### config.mk
export PLATFORM = sky130hd
export DESIGN_NAME = alu_core
export DESIGN_NICKNAME = d
export VERILOG_FILES = /design/src/rtl/alu_core.sv
export SDC_FILE = /design/constraint.sdc
export NUM_CORES = 1
export LEC_CHECK = 0
export ABC_AREA = 1
export ABC_CLOCK_PERIOD_IN_PS = 4900
export BUFFER_PORTS_ARGS = -buffer_cell sky130_fd_sc_hd__buf_4
export CAP_MARGIN = 20
export CELL_PAD_IN_SITES_DETAIL_PLACEMENT = 1
export CELL_PAD_IN_SITES_GLOBAL_PLACEMENT = 1
export CORE_ASPECT_RATIO = 1.4
export CORE_UTILIZATION = 48
export DETAILED_ROUTE_END_ITERATION = 10
export HOLD_SLACK_MARGIN = 0.02
export PLACE_DENSITY_LB_ADDON = 0.1
export SYNTH_ARGS = -nofsm -noshare
export SYNTH_HDL_FRONTEND = slang
export SYNTH_SLANG_ARGS = --single-unit
### constraint.sdc
create_clock -name clock -period 4.9 [get_ports clock]
set_clock_uncertainty 0.1 [all_clocks]
set_input_delay 0.49 -clock clock [delete_from_list [all_inputs] [get_ports clock]]
set_output_delay 0.49 -clock clock [all_outputs]
set_load 0.05 [all_outputs]
### src/rtl/alu_core.sv
// rtl/alu_core.sv - 8-bit multi-cycle ALU with sequential MUL/DIV engine
module alu_core (
    input  logic        clock,
    input  logic        reset,
    input  logic [7:0]  a,
    input  logic [7:0]  b,
    input  logic [3:0]  op,
    input  logic        start,
    output logic [15:0] result,
    output logic [2:0]  flags,
    output logic        busy,
    output logic        done
);

    localparam logic [3:0] OP_ADD = 4'h0;
    localparam logic [3:0] OP_SUB = 4'h1;
    localparam logic [3:0] OP_AND = 4'h2;
    localparam logic [3:0] OP_OR  = 4'h3;
    localparam logic [3:0] OP_XOR = 4'h4;
    localparam logic [3:0] OP_NOT = 4'h5;
    localparam logic [3:0] OP_SHL = 4'h6;
    localparam logic [3:0] OP_SHR = 4'h7;
    localparam logic [3:0] OP_INC = 4'h8;
    localparam logic [3:0] OP_DEC = 4'h9;
    localparam logic [3:0] OP_MUL = 4'hA;
    localparam logic [3:0] OP_DIV = 4'hB;

    typedef enum logic [1:0] {
        S_IDLE = 2'd0,
        S_MUL  = 2'd1,
        S_DIV  = 2'd2
    } state_t;

    state_t      state;
    state_t      state_next;
    logic [2:0]  iter_cnt;

    // MUL: opa_q is the multiplicand, opb_q the multiplier shifted right each step.
    // DIV: opa_q holds the dividend and fills with quotient bits from the LSB,
    //      opb_q is the divisor, rem_q the running partial remainder.
    logic [7:0]  opa_q;
    logic [7:0]  opb_q;
    logic [15:0] prod_q;
    logic [7:0]  rem_q;

    logic        start_mul;
    logic        start_div;
    logic        last_iter;

    logic [7:0]  quick_low;
    logic        quick_carry;
    logic [8:0]  quick_sum;
    logic [15:0] quick_result;
    logic [2:0]  quick_flags;

    logic [15:0] mul_addend;
    logic [15:0] mul_next;
    logic [8:0]  div_trial;
    logic [8:0]  div_diff;
    logic        div_ge;
    logic [7:0]  div_rem_next;
    logic [7:0]  div_quo_next;

    assign start_mul = (op == OP_MUL);
    assign start_div = (op == OP_DIV) && (b != 8'h00);
    assign last_iter = (iter_cnt == 3'd7);
    assign busy      = (state != S_IDLE);

    // State register
    always_ff @(posedge clock or negedge reset) begin
        if (!reset) begin
            state <= S_IDLE;
        end else begin
            state <= state_next;
        end
    end

    // Next-state: multi-cycle ops leave IDLE, engines return after the 8th step
    always_comb begin
        state_next = state;
        case (state)
            S_IDLE: begin
                if (start && start_mul) begin
                    state_next = S_MUL;
                end else if (start && start_div) begin
                    state_next = S_DIV;
                end
            end
            S_MUL, S_DIV: begin
                if (last_iter) begin
                    state_next = S_IDLE;
                end
            end
            default: state_next = S_IDLE;
        endcase
    end

    // Single-cycle ops, including the divide-by-zero shortcut
    always_comb begin
        quick_low   = a;
        quick_carry = 1'b0;
        quick_sum   = {1'b0, a} + {1'b0, b};
        case (op)
            OP_ADD: begin
                quick_low   = quick_sum[7:0];
                quick_carry = quick_sum[8];
            end
            OP_SUB: begin
                quick_low   = a - b;
                quick_carry = (a < b);
            end
            OP_AND: quick_low = a & b;
            OP_OR:  quick_low = a | b;
            OP_XOR: quick_low = a ^ b;
            OP_NOT: quick_low = ~a;
            OP_SHL: begin
                quick_low   = {a[6:0], 1'b0};
                quick_carry = a[7];
            end
            OP_SHR: begin
                quick_low   = {1'b0, a[7:1]};
                quick_carry = a[0];
            end
            OP_INC: begin
                quick_low   = a + 8'd1;
                quick_carry = (a == 8'hFF);
            end
            OP_DEC: begin
                quick_low   = a - 8'd1;
                quick_carry = (a == 8'h00);
            end
            default: quick_low = a;
        endcase

        if (op == OP_DIV) begin
            quick_result = 16'hFFFF;
            quick_flags  = 3'b110;
        end else begin
            quick_result = {8'h00, quick_low};
            quick_flags  = {quick_low[7], quick_carry, (quick_low == 8'h00)};
        end
    end

    // One shift-add step and one restoring-division step per cycle
    always_comb begin
        mul_addend   = opb_q[0] ? ({8'h00, opa_q} << iter_cnt) : 16'h0000;
        mul_next     = prod_q + mul_addend;
        div_trial    = {rem_q, opa_q[7]};
        div_diff     = div_trial - {1'b0, opb_q};
        div_ge       = (div_trial >= {1'b0, opb_q});
        div_rem_next = div_ge ? div_diff[7:0] : div_trial[7:0];
        div_quo_next = {opa_q[6:0], div_ge};
    end

    // Datapath: operand capture, iteration, and result/flag commit with done
    always_ff @(posedge clock or negedge reset) begin
        if (!reset) begin
            iter_cnt <= 3'd0;
            opa_q    <= 8'h00;
            opb_q    <= 8'h00;
            prod_q   <= 16'h0000;
            rem_q    <= 8'h00;
            result   <= 16'h0000;
            flags    <= 3'b000;
            done     <= 1'b0;
        end else begin
            done <= 1'b0;
            case (state)
                S_IDLE: begin
                    if (start) begin
                        opa_q    <= a;
                        opb_q    <= b;
                        prod_q   <= 16'h0000;
                        rem_q    <= 8'h00;
                        iter_cnt <= 3'd0;
                        if (!(start_mul || start_div)) begin
                            result <= quick_result;
                            flags  <= quick_flags;
                            done   <= 1'b1;
                        end
                    end
                end
                S_MUL: begin
                    prod_q   <= mul_next;
                    opb_q    <= {1'b0, opb_q[7:1]};
                    iter_cnt <= iter_cnt + 3'd1;
                    if (last_iter) begin
                        result <= mul_next;
                        flags  <= {mul_next[15], (mul_next[15:8] != 8'h00), (mul_next == 16'h0000)};
                        done   <= 1'b1;
                    end
                end
                S_DIV: begin
                    rem_q    <= div_rem_next;
                    opa_q    <= div_quo_next;
                    iter_cnt <= iter_cnt + 3'd1;
                    if (last_iter) begin
                        result <= {div_rem_next, div_quo_next};
                        flags  <= {div_quo_next[7], 1'b0, (div_quo_next == 8'h00)};
                        done   <= 1'b1;
                    end
                end
                default: ;
            endcase
        end
    end

endmodule

==> impl_metrics.env <==
export IMPL_pin_count=44
export IMPL_stdcell_area_mm2=0.00700
export IMPL_slew_viol_final=0
export IMPL_cts_resized=0
export IMPL_post_cts_setup_buffers=0
export IMPL_port_buffers=43
export IMPL_gp_congestion=0.994
export IMPL_synth_distinct_cells=44
export IMPL_overflow=0
export IMPL_hp_class="input pin to async pin"
export IMPL_busiest_layer="met2"
export IMPL_drt_iter0_markers=356
export IMPL_initial_core_util_pct=49.0
export IMPL_grt_pass1_vias=7038
export IMPL_antenna_found_initial=0
export IMPL_powerDensity_mw_per_mm2=509
export IMPL_ys_top_cells_by_count="nand2_1, inv_1, o21ai_0"
export IMPL_cts_buffers=9
export IMPL_max_clock_freq_mhz=280
export IMPL_h_tree_depth=3
export IMPL_ys_flop_type="dfrtp_1"
export IMPL_final_layout_size_suffix_gt1_share_pct=9.22
export IMPL_syn_num_nets=1044
export IMPL_avgRoutedWirePerCell_um=20.3
export IMPL_insertion_delay_ps=350
export IMPL_status="completed"
export IMPL_dp_cells=1135
export IMPL_synth_most_common_cell="nand2_1"
export IMPL_async_flop_share_pct=100
export IMPL_drc=0
export IMPL_rrSetupSlack_ps=1330
export IMPL_slowest_stage="dfrtp_1"
export IMPL_hold_viol=0
export IMPL_ys_warn_count=0
export IMPL_cts_num_sinks=65
export IMPL_cp_top_family="simple AND/OR/NAND/NOR gates"
export IMPL_worstPathCellList="o21ai_0 > nand2_1 > nor2_1 > inv_1 > fa_1 > o21ai_1 > nand2_1 > nand2_1 > nand3_1 > nand2_1 > nand2_1 > nand2_1 > nand2_1 > nor2_1 > nand4_1 > nand2_1 > nand2_1 > nand2_1 > nand2_1 > nand2_1"
export IMPL_routed_wl_um=23300
export IMPL_synth_area_per_cell_um2=6.52
export IMPL_rsz0062_at_grt="no"
export IMPL_design_die_area_mm2=0.0136
export IMPL_syn_area_mm2=0.00628
export IMPL_cts_path_max_buffers=2
export IMPL_critical_path_buf_inv_count=1
export IMPL_finalSetupViolations=0
export IMPL_irDropWorstVdd_mv=0.236
export IMPL_cpPeakStageDelay_ps=560
export IMPL_netlist_top_cell_by_area="dfrtp_1"
export IMPL_placed_area_mm2=0.00672
export IMPL_diodes=0
export IMPL_die_y_um=137
export IMPL_row_count=49
export IMPL_synth_edf_count=0
export IMPL_met3_usage_pct=3.50
export IMPL_dr_pass1_iters=5
export IMPL_syn_inst=963
export IMPL_maxCapViolCount=0
export IMPL_area_growth_pct=11.4
export IMPL_nets=1074
export IMPL_grt_start_max_net_pins=66
export IMPL_cts_root_buf="clkbuf_16"
export IMPL_vias_per_cell=5.93
export IMPL_cts_tree="done"
export IMPL_crit_path_end_kind="flip-flop"
export IMPL_coreArea_mm2=0.0128
export IMPL_grt_usage_pct=35.7
export IMPL_yosysSeqAreaShare_pct=25.9
export IMPL_fin_ws_ps=1330
export IMPL_required_ps=5090
export IMPL_fin_cells=1151
export IMPL_r2r_start="iter_cnt[0]"
export IMPL_cts_hold_buf=0
export IMPL_arrival_ps=3760
export IMPL_worst_pin_slew_ps=863
export IMPL_whs_ps=142
export IMPL_crit_type="flip-flop to flip-flop"
export IMPL_min_period_ps=3570
export IMPL_dp_hpwl_um=18600
export IMPL_grt_pass1_wl_um=36500
export IMPL_start_kind="flip-flop"
export IMPL_synth_top_cell_area_share_pct=25.9
export IMPL_reg2reg_to="flags[0]"
export IMPL_met1_usage_pct=35.6
export IMPL_finalCritPeriodShare_pct=73.0
export IMPL_ys_top_cells_by_area="dfrtp_1, nand2_1, ha_1"
export IMPL_slew_headroom_pct=42.4
export IMPL_p_leak_nw=3.56
export IMPL_vias=6826
export IMPL_synth_seq_cells=65
export IMPL_dp_slack_ps=1380
export IMPL_die_x_um=98.7
export IMPL_r2r_cells=20
export IMPL_path_clk_slew_ps=70
export IMPL_critPathMostFrequentCell="nand2_1"
export IMPL_grt_use_met2_pct=68.1
export IMPL_path_max_fanout=20
export IMPL_final_antenna_net_count=0
export IMPL_fin_setup_tns_ps=0
## state kept, by name (all words and copies together), names as in the netlist
register,cells
opb_q,8
state,2
rem_q,8
result,16
flags,3
iter_cnt,3
prod_q,16
done,1
opa_q,8
## area by class of cell
cell class,instances,area [µm²]
clock buffers,9,225
inverters,113,424
flip-flops and latches,65,1630
repair buffers,47,353
well taps,153,191
multi-input cells,757,4120
fillers,1755,5810
clock inverters,7,58.8
## power by group
part           leakage, nW  switching [W]  internal, W  total [W]
Clock                0.133       0.000282     0.000350   0.000632
Combinational         2.58        0.00144     0.000632    0.00207
Sequential           0.844       0.000154     0.000706   0.000859
Total                 3.56        0.00187      0.00169    0.00356
## logic make-up after synthesis
family	count (synthesis)	share of synthesized area, %
AND/OR/NAND/NOR	470	32.3
AO/OA/AOI/OAI	215	19.3
buffers and inverters	141	8.52
flip-flops	65	25.9
adder cells (fa/ha/maj)	58	12.0
XOR/XNOR	12	1.67
multiplexers	2	0.319
## per-layer routing
metal	wire, µm	share of wire, %
met5	0	0
met2	12400	53
met4	1820	7.8
met3	596	2.6
met1	8520	37
## worst max path at each step
stage / from / to / slack, ps / cells after the start
floorplan: iter_cnt[0] / flags[0] / 1950 / 21
global placement: iter_cnt[0] / flags[0] / 1480 / 17
detailed placement: iter_cnt[0] / flags[0] / 1380 / 20
CTS: iter_cnt[0] / flags[0] / 1320 / 20
global route: iter_cnt[0] / flags[0] / 920 / 20
finish: iter_cnt[0] / flags[0] / 1330 / 20
## per-stage QoR
step | total power (W) | util, %
5_1_grt | 0.00380 | 54.6
3_3_place_gp | 0.00282 | 52.4
4_1_cts | 0.00355 | 54.6
6_report | 0.00356 | 54.6
2_1_floorplan | 0.00228 | -
3_5_place_dp | 0.00288 | 52.4
## worst register-to-register path: stages (launching register included)
cell	delay (ps)
dfrtp_1	560
o21ai_0	380
nand2_1	130
nor2_1	160
inv_1	80
fa_1	450
o21ai_1	400
nand2_1	110
nand2_1	150
nand3_1	110
nand2_1	80
nand2_1	60
nand2_1	90
nand2_1	50
nor2_1	200
nand4_1	110
nand2_1	80
nand2_1	50
nand2_1	70
nand2_1	50
nand2_1	60
## layout by cell type (no fill, tap or decap), drive strengths merged
| cell | count |
|---|---|
| ha | 54 |
| buf | 47 |
| mux2i | 2 |
| o211ai | 11 |
| a211oi | 2 |
| o221ai | 1 |
| xnor2 | 6 |
| o22ai | 15 |
| o32ai | 1 |
| inv | 114 |
| o21bai | 2 |
| clkbuf | 9 |
| o21ai | 104 |
| nand3b | 9 |
| a21oi | 55 |
| nand2 | 277 |
| dfrtp | 65 |
| o31ai | 1 |
| o21a | 1 |
| clkinv | 4 |
| and3 | 1 |
| or2 | 9 |
| nand4 | 17 |
| o2111ai | 3 |
| fa | 4 |
| a31oi | 6 |
| a21o | 2 |
| nor4 | 4 |
| clkinvlp | 2 |
| a22o | 10 |
| nor3 | 4 |
| xor2 | 6 |
| nor2 | 88 |
| nand3 | 61 |
| a21boi | 1 |
Power figures use the tool's default switching activity.
